$ cat config.mk
export PLATFORM = sky130hd
export DESIGN_NAME = access_sequencer
export DESIGN_NICKNAME = d
export VERILOG_FILES = /design/src/rtl/access_sequencer.sv
export SDC_FILE = /design/constraint.sdc
export NUM_CORES = 1
export LEC_CHECK = 0
export CORE_MARGIN = 5
export CORE_UTILIZATION = 40
export DETAILED_ROUTE_END_ITERATION = 7
export PLACE_DENSITY = 0.56
export SLEW_MARGIN = 20
export SYNTH_ARGS = -nofsm -noshare
export SYNTH_HDL_FRONTEND = slang
export SYNTH_SLANG_ARGS = --single-unit
$ cat constraint.sdc
create_clock -name CLOCK_50 -period 2.95 [get_ports CLOCK_50]
set_clock_uncertainty 0.2 [all_clocks]
set_input_delay 0.885 -clock CLOCK_50 [delete_from_list [all_inputs] [get_ports CLOCK_50]]
set_output_delay 0.885 -clock CLOCK_50 [all_outputs]
set_load 0.005 [all_outputs]
$ cat src/rtl/access_sequencer.sv
// access_sequencer: two-factor door access FSM. A camera face match followed by
// a correct touchscreen PIN opens the lock motor. Timeouts, wrong PINs and face
// rejects count as failures, and enough consecutive failures cause a lockout.
// Optional macro ACCESS_LOG_EN: when defined, unlock_count counts successful
// unlocks and saturates at 255. When undefined, unlock_count is tied to 0.
// Ports:
//   CLOCK_50, reset (async, active-high)
//   cam_done / unlock          : camera result. Only the rising edge of cam_done is used.
//   pin_valid / pin_ok         : PIN entry strobe and its result
//   exit_req                   : GUI exit request (level)
//   motor_open, gui_select,
//   lockout                    : decoded from the registered state
//   fail_count, state_o,
//   status_vec, unlock_count   : status back to the display and touchscreen
module access_sequencer #(
  parameter int unsigned TIMEOUT_CYCLES = 500_000_000,
  parameter int unsigned UNLOCK_CYCLES  = 250_000_000,
  parameter int unsigned LOCKOUT_CYCLES = 1_500_000_000,
  parameter int unsigned MAX_FAILS      = 3,
  parameter int          CNT_W          = 31
) (
  input  logic       CLOCK_50,
  input  logic       reset,
  input  logic       cam_done,
  input  logic       unlock,
  input  logic       pin_valid,
  input  logic       pin_ok,
  input  logic       exit_req,
  output logic       motor_open,
  output logic       gui_select,
  output logic       lockout,
  output logic [2:0] fail_count,
  output logic [2:0] state_o,
  output logic [2:0] status_vec,
  output logic [7:0] unlock_count
);

  typedef enum logic [2:0] {
    IDLE     = 3'd0,
    PIN_WAIT = 3'd1,
    UNLOCKED = 3'd2,
    LOCKOUT  = 3'd3,
    FAIL     = 3'd4
  } state_t;

  localparam logic [CNT_W-1:0] LD_TIMEOUT = CNT_W'(TIMEOUT_CYCLES - 1);
  localparam logic [CNT_W-1:0] LD_UNLOCK  = CNT_W'(UNLOCK_CYCLES - 1);
  localparam logic [CNT_W-1:0] LD_LOCKOUT = CNT_W'(LOCKOUT_CYCLES - 1);
  localparam logic [2:0]       MAX_F      = 3'(MAX_FAILS);

  state_t           state, state_nxt;
  logic [CNT_W-1:0] cnt, cnt_nxt, cnt_dec;
  logic             cam_done_q;
  logic             cam_rise;
  logic             face_ok;
  logic             cam_seen;
  logic [2:0]       fail_inc;
  logic             cnt_zero;
  logic             enter_unlock;

  assign cam_rise     = cam_done & ~cam_done_q;
  assign cnt_zero     = (cnt == '0);
  assign cnt_dec      = cnt_zero ? cnt : cnt - 1'b1;
  // The fail counter saturates at 7, so MAX_FAILS=7 still reaches lockout.
  assign fail_inc     = (fail_count == 3'd7) ? 3'd7 : fail_count + 3'd1;
  assign enter_unlock = (state == PIN_WAIT) && pin_valid && pin_ok;

  // State register. The shared down-counter is registered here as well.
  always_ff @(posedge CLOCK_50 or posedge reset) begin
    if (reset) begin
      state <= IDLE;
      cnt   <= '0;
    end else begin
      state <= state_nxt;
      cnt   <= cnt_nxt;
    end
  end

  // Next-state logic and counter update.
  always_comb begin
    state_nxt = state;
    cnt_nxt   = cnt;
    case (state)
      IDLE: begin
        if (cam_rise) begin
          if (unlock) begin
            state_nxt = PIN_WAIT;
            cnt_nxt   = LD_TIMEOUT;
          end else begin
            state_nxt = FAIL;
          end
        end
      end
      PIN_WAIT: begin
        cnt_nxt = cnt_dec;
        // A PIN strobe wins over a timeout on the same cycle. A timeout wins over exit.
        if (pin_valid) begin
          if (pin_ok) begin
            state_nxt = UNLOCKED;
            cnt_nxt   = LD_UNLOCK;
          end else begin
            state_nxt = FAIL;
          end
        end else if (cnt_zero) begin
          state_nxt = FAIL;
        end else if (exit_req) begin
          state_nxt = IDLE;
        end
      end
      FAIL: begin
        if (fail_inc >= MAX_F) begin
          state_nxt = LOCKOUT;
          cnt_nxt   = LD_LOCKOUT;
        end else begin
          state_nxt = IDLE;
        end
      end
      UNLOCKED, LOCKOUT: begin
        cnt_nxt = cnt_dec;
        if (cnt_zero) state_nxt = IDLE;
      end
      default: begin
        state_nxt = IDLE;
        cnt_nxt   = '0;
      end
    endcase
  end

  // Output decode. This logic depends only on the registered state, so these
  // outputs follow an input by exactly one clock. They also clear together with the async reset.
  always_comb begin
    motor_open = 1'b0;
    gui_select = 1'b0;
    lockout    = 1'b0;
    case (state)
      PIN_WAIT: gui_select = 1'b1;
      UNLOCKED: motor_open = 1'b1;
      LOCKOUT:  lockout    = 1'b1;
      default:  ;
    endcase
  end

  assign state_o    = state;
  assign status_vec = {cam_seen, face_ok, gui_select};

  // Edge detector, failure count and status flags.
  always_ff @(posedge CLOCK_50 or posedge reset) begin
    if (reset) begin
      cam_done_q <= 1'b0;
      fail_count <= 3'd0;
      face_ok    <= 1'b0;
      cam_seen   <= 1'b0;
    end else begin
      cam_done_q <= cam_done;

      if (state == FAIL)
        fail_count <= fail_inc;
      else if (enter_unlock || (state == LOCKOUT && cnt_zero))
        fail_count <= 3'd0;

      if (state == IDLE && cam_rise && unlock)
        face_ok <= 1'b1;
      else if (state == FAIL)
        face_ok <= 1'b0;

      // A cam rise outside IDLE is discarded, so it does not set the flag.
      if (state != IDLE && state_nxt == IDLE)
        cam_seen <= 1'b0;
      else if (state == IDLE && cam_rise)
        cam_seen <= 1'b1;
    end
  end

`ifdef ACCESS_LOG_EN
  logic [7:0] unlock_cnt_q;

  always_ff @(posedge CLOCK_50 or posedge reset) begin
    if (reset)
      unlock_cnt_q <= 8'd0;
    else if (enter_unlock && unlock_cnt_q != 8'hFF)
      unlock_cnt_q <= unlock_cnt_q + 8'd1;
  end

  assign unlock_count = unlock_cnt_q;
`else
  assign unlock_count = 8'd0;
`endif

endmodule

# Word level (Yosys, flattened, before mapping)
# Cells that the tools add are included.
# op_classes
eq_ne	8
addsub	2
n_lt_le_gt_ge	1
mux	26
bitwise	2
n_reduce_logical	16
# ops
operator	count
two-way mux 31 bit	6
case mux 31 bit (4 select lines)	1
zero test 31 bit	1
subtractor 31 x 1 -> 31 bit (second input constant)	1
two-way mux 3 bit	10
case mux 3 bit (4 select lines)	1
two-way mux 1 bit	7
equality test 3 x 2 -> 1 bit (second input constant)	2
equality test 3 bit (second input constant)	2
logical AND 1 bit	6
zero test 3 bit	2
!= test 2 bit (second input constant)	3
nonzero test 2 bit	3
adder 3 x 1 -> 3 bit (second input constant)	1
equality test 3 x 1 -> 1 bit (second input constant)	1
greater-or-equal comparator 3 x 2 -> 1 bit (second input constant)	1
AND reduction 3 bit	1
nonzero test 3 bit	1
two-way mux 2 bit	1
OR reduction 2 bit	1
AND 1 bit	1
logical OR 1 bit	1
inverter 1 bit	1
# totals
ff_bits	40
elab_cells	61

# Logic depth before layout (Yosys ltp)
# Gate-level depths: netlist of run 1.
# logic_depth
ltp_word	8
depth_mapped	9

# Worst setup path after synthesis of run 1
# Ideal clock, no wire load.
# synth_timing
path_type	register to register
startpoint	register cnt[0]
endpoint	register cnt[20]
path_buffers	0
arrival_time_ns	2.255
stages_incl_launch_ff	9
t_required_ns	2.625
path_slack_ns	0.370
setup_ns	0.125
path_cell_list	dfrtp_1 inv_1 ha_1 or3b_2 or3_4 a311o_1 o31a_1 o21ai_1 o21ai_1
# synth_between
elab_chain_len	5
# synth_lines
item	line_no	rtl
from (decl)	52	logic [CNT_W-1:0] cnt, cnt_nxt, cnt_dec;
from (signal assigned)	75	cnt <= cnt_nxt;
subtractor 31 x 1 -> 31 bit or zero test 31 bit (tied branches)	63, 62	
two-way mux 31 bit (*)	63	assign cnt_dec = cnt_zero ? cnt : cnt - 1'b1;
two-way mux 31 bit	98	if (pin_ok) begin
two-way mux 31 bit	97	if (pin_valid) begin
case mux 31 bit (4 select lines) (*)	83	case (state)
# Mark *: on every way between the ends. The rest lies on a longest branch, timed or not.
# A chain may end at the register's enable or synchronous reset.

# Worst setup path in the final report of run 1
# layout_timing
startpoint	register state[2] (netlist: state_o[2])
endpoint	output port status_vec[0]
# layout_between
elab_chain_len	2
# layout_lines
item	line_no	rtl
from (decl)	51	state_t state, state_nxt;
from (signal assigned)	74	state <= state_nxt;
equality test 3 x 1 -> 1 bit	135	case (state)
two-way mux 1 bit	135	
to (decl)	34	output logic [2:0] status_vec,
# No other way between the ends.

==> results of run 1 <==
==> sequential cells by signal, summed over array words and instances, names as in the netlist <==
signal      flops
cam_done_q      1
cam_seen        1
cnt            31
face_ok         1
fail_count      3
state_o         3
==> cells in the mapped netlist, types with 6 or more instances <==
cell type   n
a211o_1     8
a21oi_1    18
a311oi_1    6
buf_4      11
clkbuf_1    7
dfrtp_1    40
inv_1       6
nand2_1    23
nand3_1     9
nor2_1     25
nor3_1     21
nor4_1     10
o211ai_1    6
o21ai_0    17
o21ai_1    13
==> cell type report <==
| type | count | area, sq um |
|---|---|---|
| inverters | 7 | 26.3 |
| flip-flops and latches | 40 | 1000 |
| repair buffers | 45 | 395 |
| multi-input cells | 235 | 1440 |
| clock buffers | 8 | 90.1 |
| well taps | 77 | 96.3 |
| fillers | 620 | 3220 |
==> report_power, final <==
part | leakage, uW | switching, uW | internal [uW]
clock network | 0.0000455 | 193 | 191
registers | 0.000443 | 0.159 | 548
logic | 0.000718 | 18.9 | 11.8
total | 0.00121 | 212 | 751
==> worst paths after layout <==
kind,from,endpoint,slack (ns)
setup / recovery,state_o[2],status_vec[0],0.14
hold / removal,face_ok,face_ok,0.28
setup reg to reg,cnt[0],cnt[20],0.17
hold reg to reg,face_ok,face_ok,0.28
max in group asynchronous,reset,cnt[4],1.37
min in group asynchronous,reset,fail_count[0],0.83
==> through the flow <==
stage          std cells  hold WS, ns
2_1_floorplan        303        0.248
3_3_place_gp         404        0.264
3_5_place_dp         404        0.267
4_1_cts              412        0.286
5_1_grt              412        0.318
6_report             412        0.279
==> cell families after synthesis <==
family	Yosys count	share of synthesized area [%]
simple gates	128	28.3
fa+ha+maj	3	1.47
compound gates	94	24.4
xor+xnor	2	0.686
flops	40	39.2
other cells	1	0.147
buf+inv	28	5.88
==> layer usage <==
layer | vias up | GRT usage, %
li1 | 1188 | -
met1 | 1168 | 26.0
met2 | 79 | 27.7
met3 | 11 | 3.67
met4 | 0 | 5.71
met5 | - | 0
==> worst max-delay path, cell delays in order, from the launching register on <==
cell             delay [ns]
dfrtp_1                0.51
nor3b_1                0.24
buf_4                  0.17
clkdlybuf4s50_1        0.50
==> metrics.txt, run 1 <==
Mean Syn Cell Area 8.63 sq um; Mapped Area 2550 sq um; worst vdd ir 0.000170 V; Yosys top cell by area dfrtp_1; Data required, critical path 1.87 ns; initial antenna violation count 0; status finished clean; met3 WL 489 um; RSZ-0062 raised after global routing no; CTS root buf clkbuf_8; synth unique cells 55; Post-Route WL 7290 um; sequential share of the synthesized area 39.2%; WHS Path Cells 2; Layout area overhead 19.5%; ant diodes 0; commonest non-fill, non-tap cell in the layout dfrtp_1; top layer in use met4; DP Wirelength 5290 um; total I/O pin count 27; final hold vios 0; FF+latch count, synth 40; global-route wire length before repair 12200 um; Slew Viols, Final 0; final setup margin 0.140 ns; setup tns final 0 ns; FP Rows 29; CP arrival 1.73 ns; Design Area, Final 3050 sq um; vias in the first global route 2317; fin crit period 2.81 ns; final core utilization 48.6%; Clock Latency Late Sink 0.29 ns; R2R depth 8; TritonCTS clock tree yes; die width 89.9 um; setup bufs post-CTS 0; crit share post-route 95.3%; gr usage total 18.2%; die area 8090 sq um; HP Class flop to flop; max_cap viols 0; Relative slew margins 47.6%; clk sink count 40; Max clock buf depth 2; length of the first detailed-routing pass in iterations 5; Post-CTS Resized 0; total vias in the final route 2446; layout cells sized above 1 15.5%; initial drt markers 128; Wirelength per Cell 17.7 um; pwr dens 316 nW/um^2; commonest cells after routing, fill and taps aside dfrtp_1, buf_4, nor2_1; critical setup path kind flop to output pin; Tot Pwr 964 uW; Die Y 89.9 um; Final Wtd Congestion 0.878; Pleak 0.00121 uW; initial core utilization 40.7%; drt drc 0; number of synthesized flops with an enable pin 0; Reg clk slew, reported paths 0.08 ns; Vias/cell 5.94; post-route met1 wirelength 3290 um; DP Area 2950 sq um; met2 WL 3380 um; TritonCTS Buffers 5; FMAX 356 MHz; Post-synth ARST share 100%; final count of negative-setup-slack endpoints 0; Main synth FF type dfrtp_1; CTS H-tree depth 2; Core Area 6280 sq um; final net count 344; GRT overflow 0; top cell type's share of synthesized area 39.2%; Critical Path Fanout Max 12; Port Buffer Count 18; yosys warns 0; CP Launch Type flop; Setup WS pre-CTS 0.0305 ns; Synth area leaders dfrtp_1, nor3_1, nor2_1; Mapped Cells 296; Critical Path Sink Type output pin; CTS Hold Buffers Added 0; pin count of the biggest net entering global routing 41; slew at the pin closest to its max-slew limit 0.784 ns; Antenna Nets Post-Route 0
(Power assumes the default switching activity.)
==> run 2, diff against run 1 <==
Clock period 2.95 ns to 3.4 ns, I/O delays scaled along.
==> metrics.txt, run 2 (synthesis results as in run 1) <==
Critical Path Fanout Max 11; drt drc 0; die width 89.9 um; CP Launch Type flop; Clock Latency Late Sink 0.30 ns; pin count of the biggest net entering global routing 41; HP Class flop to flop; final count of negative-setup-slack endpoints 0; critical setup path kind flop to output pin; CP arrival 1.73 ns; final core utilization 47.0%; Vias/cell 6.01; commonest cells after routing, fill and taps aside dfrtp_1, nor2_1, nand2_1; TritonCTS Buffers 5; Reg with most FFs cnt; setup bufs post-CTS 0; Post-CTS Resized 0; Port Buffer Count 18; max FFs per register 31; crit-path cells buf_4 -> nor3b_1 -> buf_4 -> clkdlybuf4s50_1; slew at the pin closest to its max-slew limit 0.746 ns; Reg clk slew, reported paths 0.09 ns; initial drt markers 148; worst path buffer plus inverter count 3; Layout area overhead 15.4%; Core Area 6280 sq um; gr usage total 17.7%; Critical Path Sink Type output pin; global-route wire length before repair 11800 um; final net count 327; total vias in the final route 2373; Most common cell on crit path buf_4; total I/O pin count 27; ant diodes 0; Data required, critical path 2.18 ns; setup tns final 0 ns; final hold vios 0; max_cap viols 0; fin cells 395; Post-Route WL 7220 um; Design Area, Final 2950 sq um; commonest non-fill, non-tap cell in the layout dfrtp_1; CTS Hold Buffers Added 0; die area 8090 sq um; GRT overflow 0; Pleak 0.00115 uW; DP Wirelength 5100 um; FMAX 340 MHz; CP max stage cell clkdlybuf4s50_1; TritonCTS clock tree yes; Tot Pwr 944 uW; initial antenna violation count 0; DP Area 2820 sq um; Seq. cell area 1000 sq um; Antenna Nets Post-Route 0; CTS root buf clkbuf_8; initial core utilization 40.7%; status finished clean; Inst Count DP 387; FP Rows 29; Wirelength per Cell 18.3 um; worst vdd ir 0.000207 V; length of the first detailed-routing pass in iterations 4; Fill cells 630; RSZ-0062 raised after global routing no; Max clock buf depth 2; Die Y 89.9 um; fin crit period 2.95 ns; pwr dens 320 nW/um^2; CTS H-tree depth 2; clk sink count 40; vias in the first global route 2230; area of the multi-input gates 1430 sq um; layout cells sized above 1 10.4%; Slew Viols, Final 0; CP delay by family, top buffers and inverters; crit share post-route 86.6%; CP max stage delay 0.50 ns; Final Wtd Congestion 0.873; Relative slew margins 50.1%
==> run 2: where the power goes <==
part	internal, uW	switching (uW)
registers	476	0.221
logic	8.78	16.1
clock network	259	184
total	744	200
==> run 2: final timing paths <==
check / startpoint / end / slack [ns] / depth (start not counted)
max in group asynchronous: reset / cnt[25] / 1.67 / 3
worst min-delay path: face_ok / face_ok / 0.28 / 2
worst max-delay path: state_o[2] / status_vec[0] / 0.45 / 4
worst min register to register: face_ok / face_ok / 0.28 / 2
min in group asynchronous: reset / fail_count[1] / 0.95 / 3
worst max register to register: cnt[0] / cnt[26] / 0.47 / 8
==> run 2: area by class of cell <==
class	count	area share [%]
Sequential cell	40	34.0
Timing Repair Buffer	28	9.08
Inverter	7	0.891
Clock inverter	1	1.02
Tap cell	77	3.27
Multi-Input combinational cell	235	48.5
Clock buffer	7	3.27
==> run 2: tightest hold or removal path: stages (launching register included) <==
cell     delay, ns
dfrtp_1       0.35
nand2_1       0.05
nand2_1       0.05
==> run 2: metal layers <==
layer / wire, um / vias to the layer above / GRT usage (%)
li1: - / 1159 / -
met5: 0 / - / 0
met4: 108 / 0 / 5.71
met3: 335 / 13 / 4.67
met1: 3400 / 1144 / 24.2
met2: 3380 / 57 / 27.3
==> run 2: per-stage QoR <==
stage	hold slack [ns]	setup slack [ns]
after floorplan	0.248	0.810
after global placement	0.266	0.314
after detailed placement	0.273	0.253
after CTS	0.292	0.451
after global routing	0.335	0.301
final	0.283	0.455
==> run 3, diff against run 2 <==
Clock period 3.4 ns to 3.25 ns, I/O delays scaled along.
==> metrics.txt, run 3 (synthesis results as in run 1) <==
DP Wirelength 5200 um; Pleak 0.00115 uW; Data required, critical path 2.07 ns; Setup WS pre-CTS 0.206 ns; Critical Path Fanout Max 12; crit-path cells clkinv_1 -> and3_1 -> clkdlybuf4s50_1; CP arrival 1.85 ns; gr usage total 17.7%; length of the first detailed-routing pass in iterations 4; CP delay by family, top buffers and inverters; CTS H-tree depth 2; drt drc 0; Final Wtd Congestion 0.873; total vias in the final route 2395; initial antenna violation count 0; final count of negative-setup-slack endpoints 0; Reg clk slew, reported paths 0.08 ns; Clock Latency Late Sink 0.29 ns; slew at the pin closest to its max-slew limit 0.834 ns; Post-CTS Resized 0; commonest cells after routing, fill and taps aside dfrtp_1, nor2_1, nand2_1; DP Area 2860 sq um; Die Y 89.9 um; area of the multi-input gates 1430 sq um; initial core utilization 40.7%; CP max stage cell dfrtp_1; TritonCTS Buffers 5; Port Buffer Count 18; Vias/cell 5.97; vias in the first global route 2249; final setup margin 0.226 ns; Slew Viols, Final 0; TritonCTS clock tree yes; Critical Path Sink Type output pin; final net count 334; ant diodes 0; Post-Route WL 7230 um; die width 89.9 um; HP Class flop to flop; die area 8090 sq um; critical setup path kind flop to output pin; status finished clean; max_cap viols 0; pin count of the biggest net entering global routing 41; initial drt markers 138; clk sink count 40; Wirelength per Cell 18.0 um; commonest non-fill, non-tap cell in the layout dfrtp_1; setup tns final 0 ns; CTS root buf clkbuf_8; Core Area 6280 sq um; CTS Hold Buffers Added 0; FMAX 331 MHz; final core utilization 46.8%; Antenna Nets Post-Route 0; global-route wire length before repair 11800 um; Layout area overhead 15.0%; FP Rows 29; Fill cells 615; final hold vios 0; Reg with most FFs cnt; total I/O pin count 27; crit share post-route 93.0%; pwr dens 289 nW/um^2; Seq. cell area 1000 sq um; worst path buffer plus inverter count 2; setup bufs post-CTS 0; GRT overflow 0; CP Launch Type flop; layout cells sized above 1 11.7%; Max clock buf depth 2; fin crit period 3.02 ns; Design Area, Final 2940 sq um; Relative slew margins 44.2%; max FFs per register 31; worst vdd ir 0.000213 V; RSZ-0062 raised after global routing no; CP max stage delay 0.57 ns
## run 3: layout make-up
type / count / area share [%]
tap: 77 / 3.28
multi-input combinational: 235 / 48.7
sequential: 40 / 34.1
clock buffer: 6 / 2.47
clock inverter: 1 / 0.170
timing repair buffer: 35 / 10.5
inverter: 7 / 0.894
## run 3: routing by layer
metal	global-route usage [%]	vias up	routed length, um
met3	4.42	5	335
met1	24.4	1169	3440
met2	28.3	51	3410
li1	-	1170	-
met5	0	-	0
met4	3.47	0	44
## run 3: worst reg2reg max path, cell delays in order (launching register included)
cell and delay, ns:
dfrtp_1 0.42, inv_1 0.09, ha_1 0.21, or3b_2 0.53, or3_4 0.39, a311o_1 0.44, a21oi_1 0.22, nor2_1 0.06
a211oi_1 0.24
## run 3: final timing paths
check	slack [ns]	start	cells after the start	end
min in group asynchronous	0.92	reset	3	state_o[2]
setup / recovery	0.23	state_o[2]	3	lockout
max in group asynchronous	1.57	reset	3	cnt[0]
hold / removal	0.28	face_ok	2	face_ok
setup reg to reg	0.35	cnt[0]	8	cnt[18]
hold reg to reg	0.28	face_ok	2	face_ok
## run 3: stage by stage
stage               total power, uW  hold WS [ns]  std cells
CTS                             858         0.288        401
detailed placement              535         0.269        394
global route                    875         0.330        401
global placement                535         0.266        394
floorplan                       527         0.248        303
finish                          848         0.283        401
## run 3: report_power, final
group	leakage, uW	internal [uW]	switching (uW)
Clock	0.0000410	146	178
Sequential	0.000443	498	0.219
Combinational	0.000665	9.20	16.6
Total	0.00115	653	195
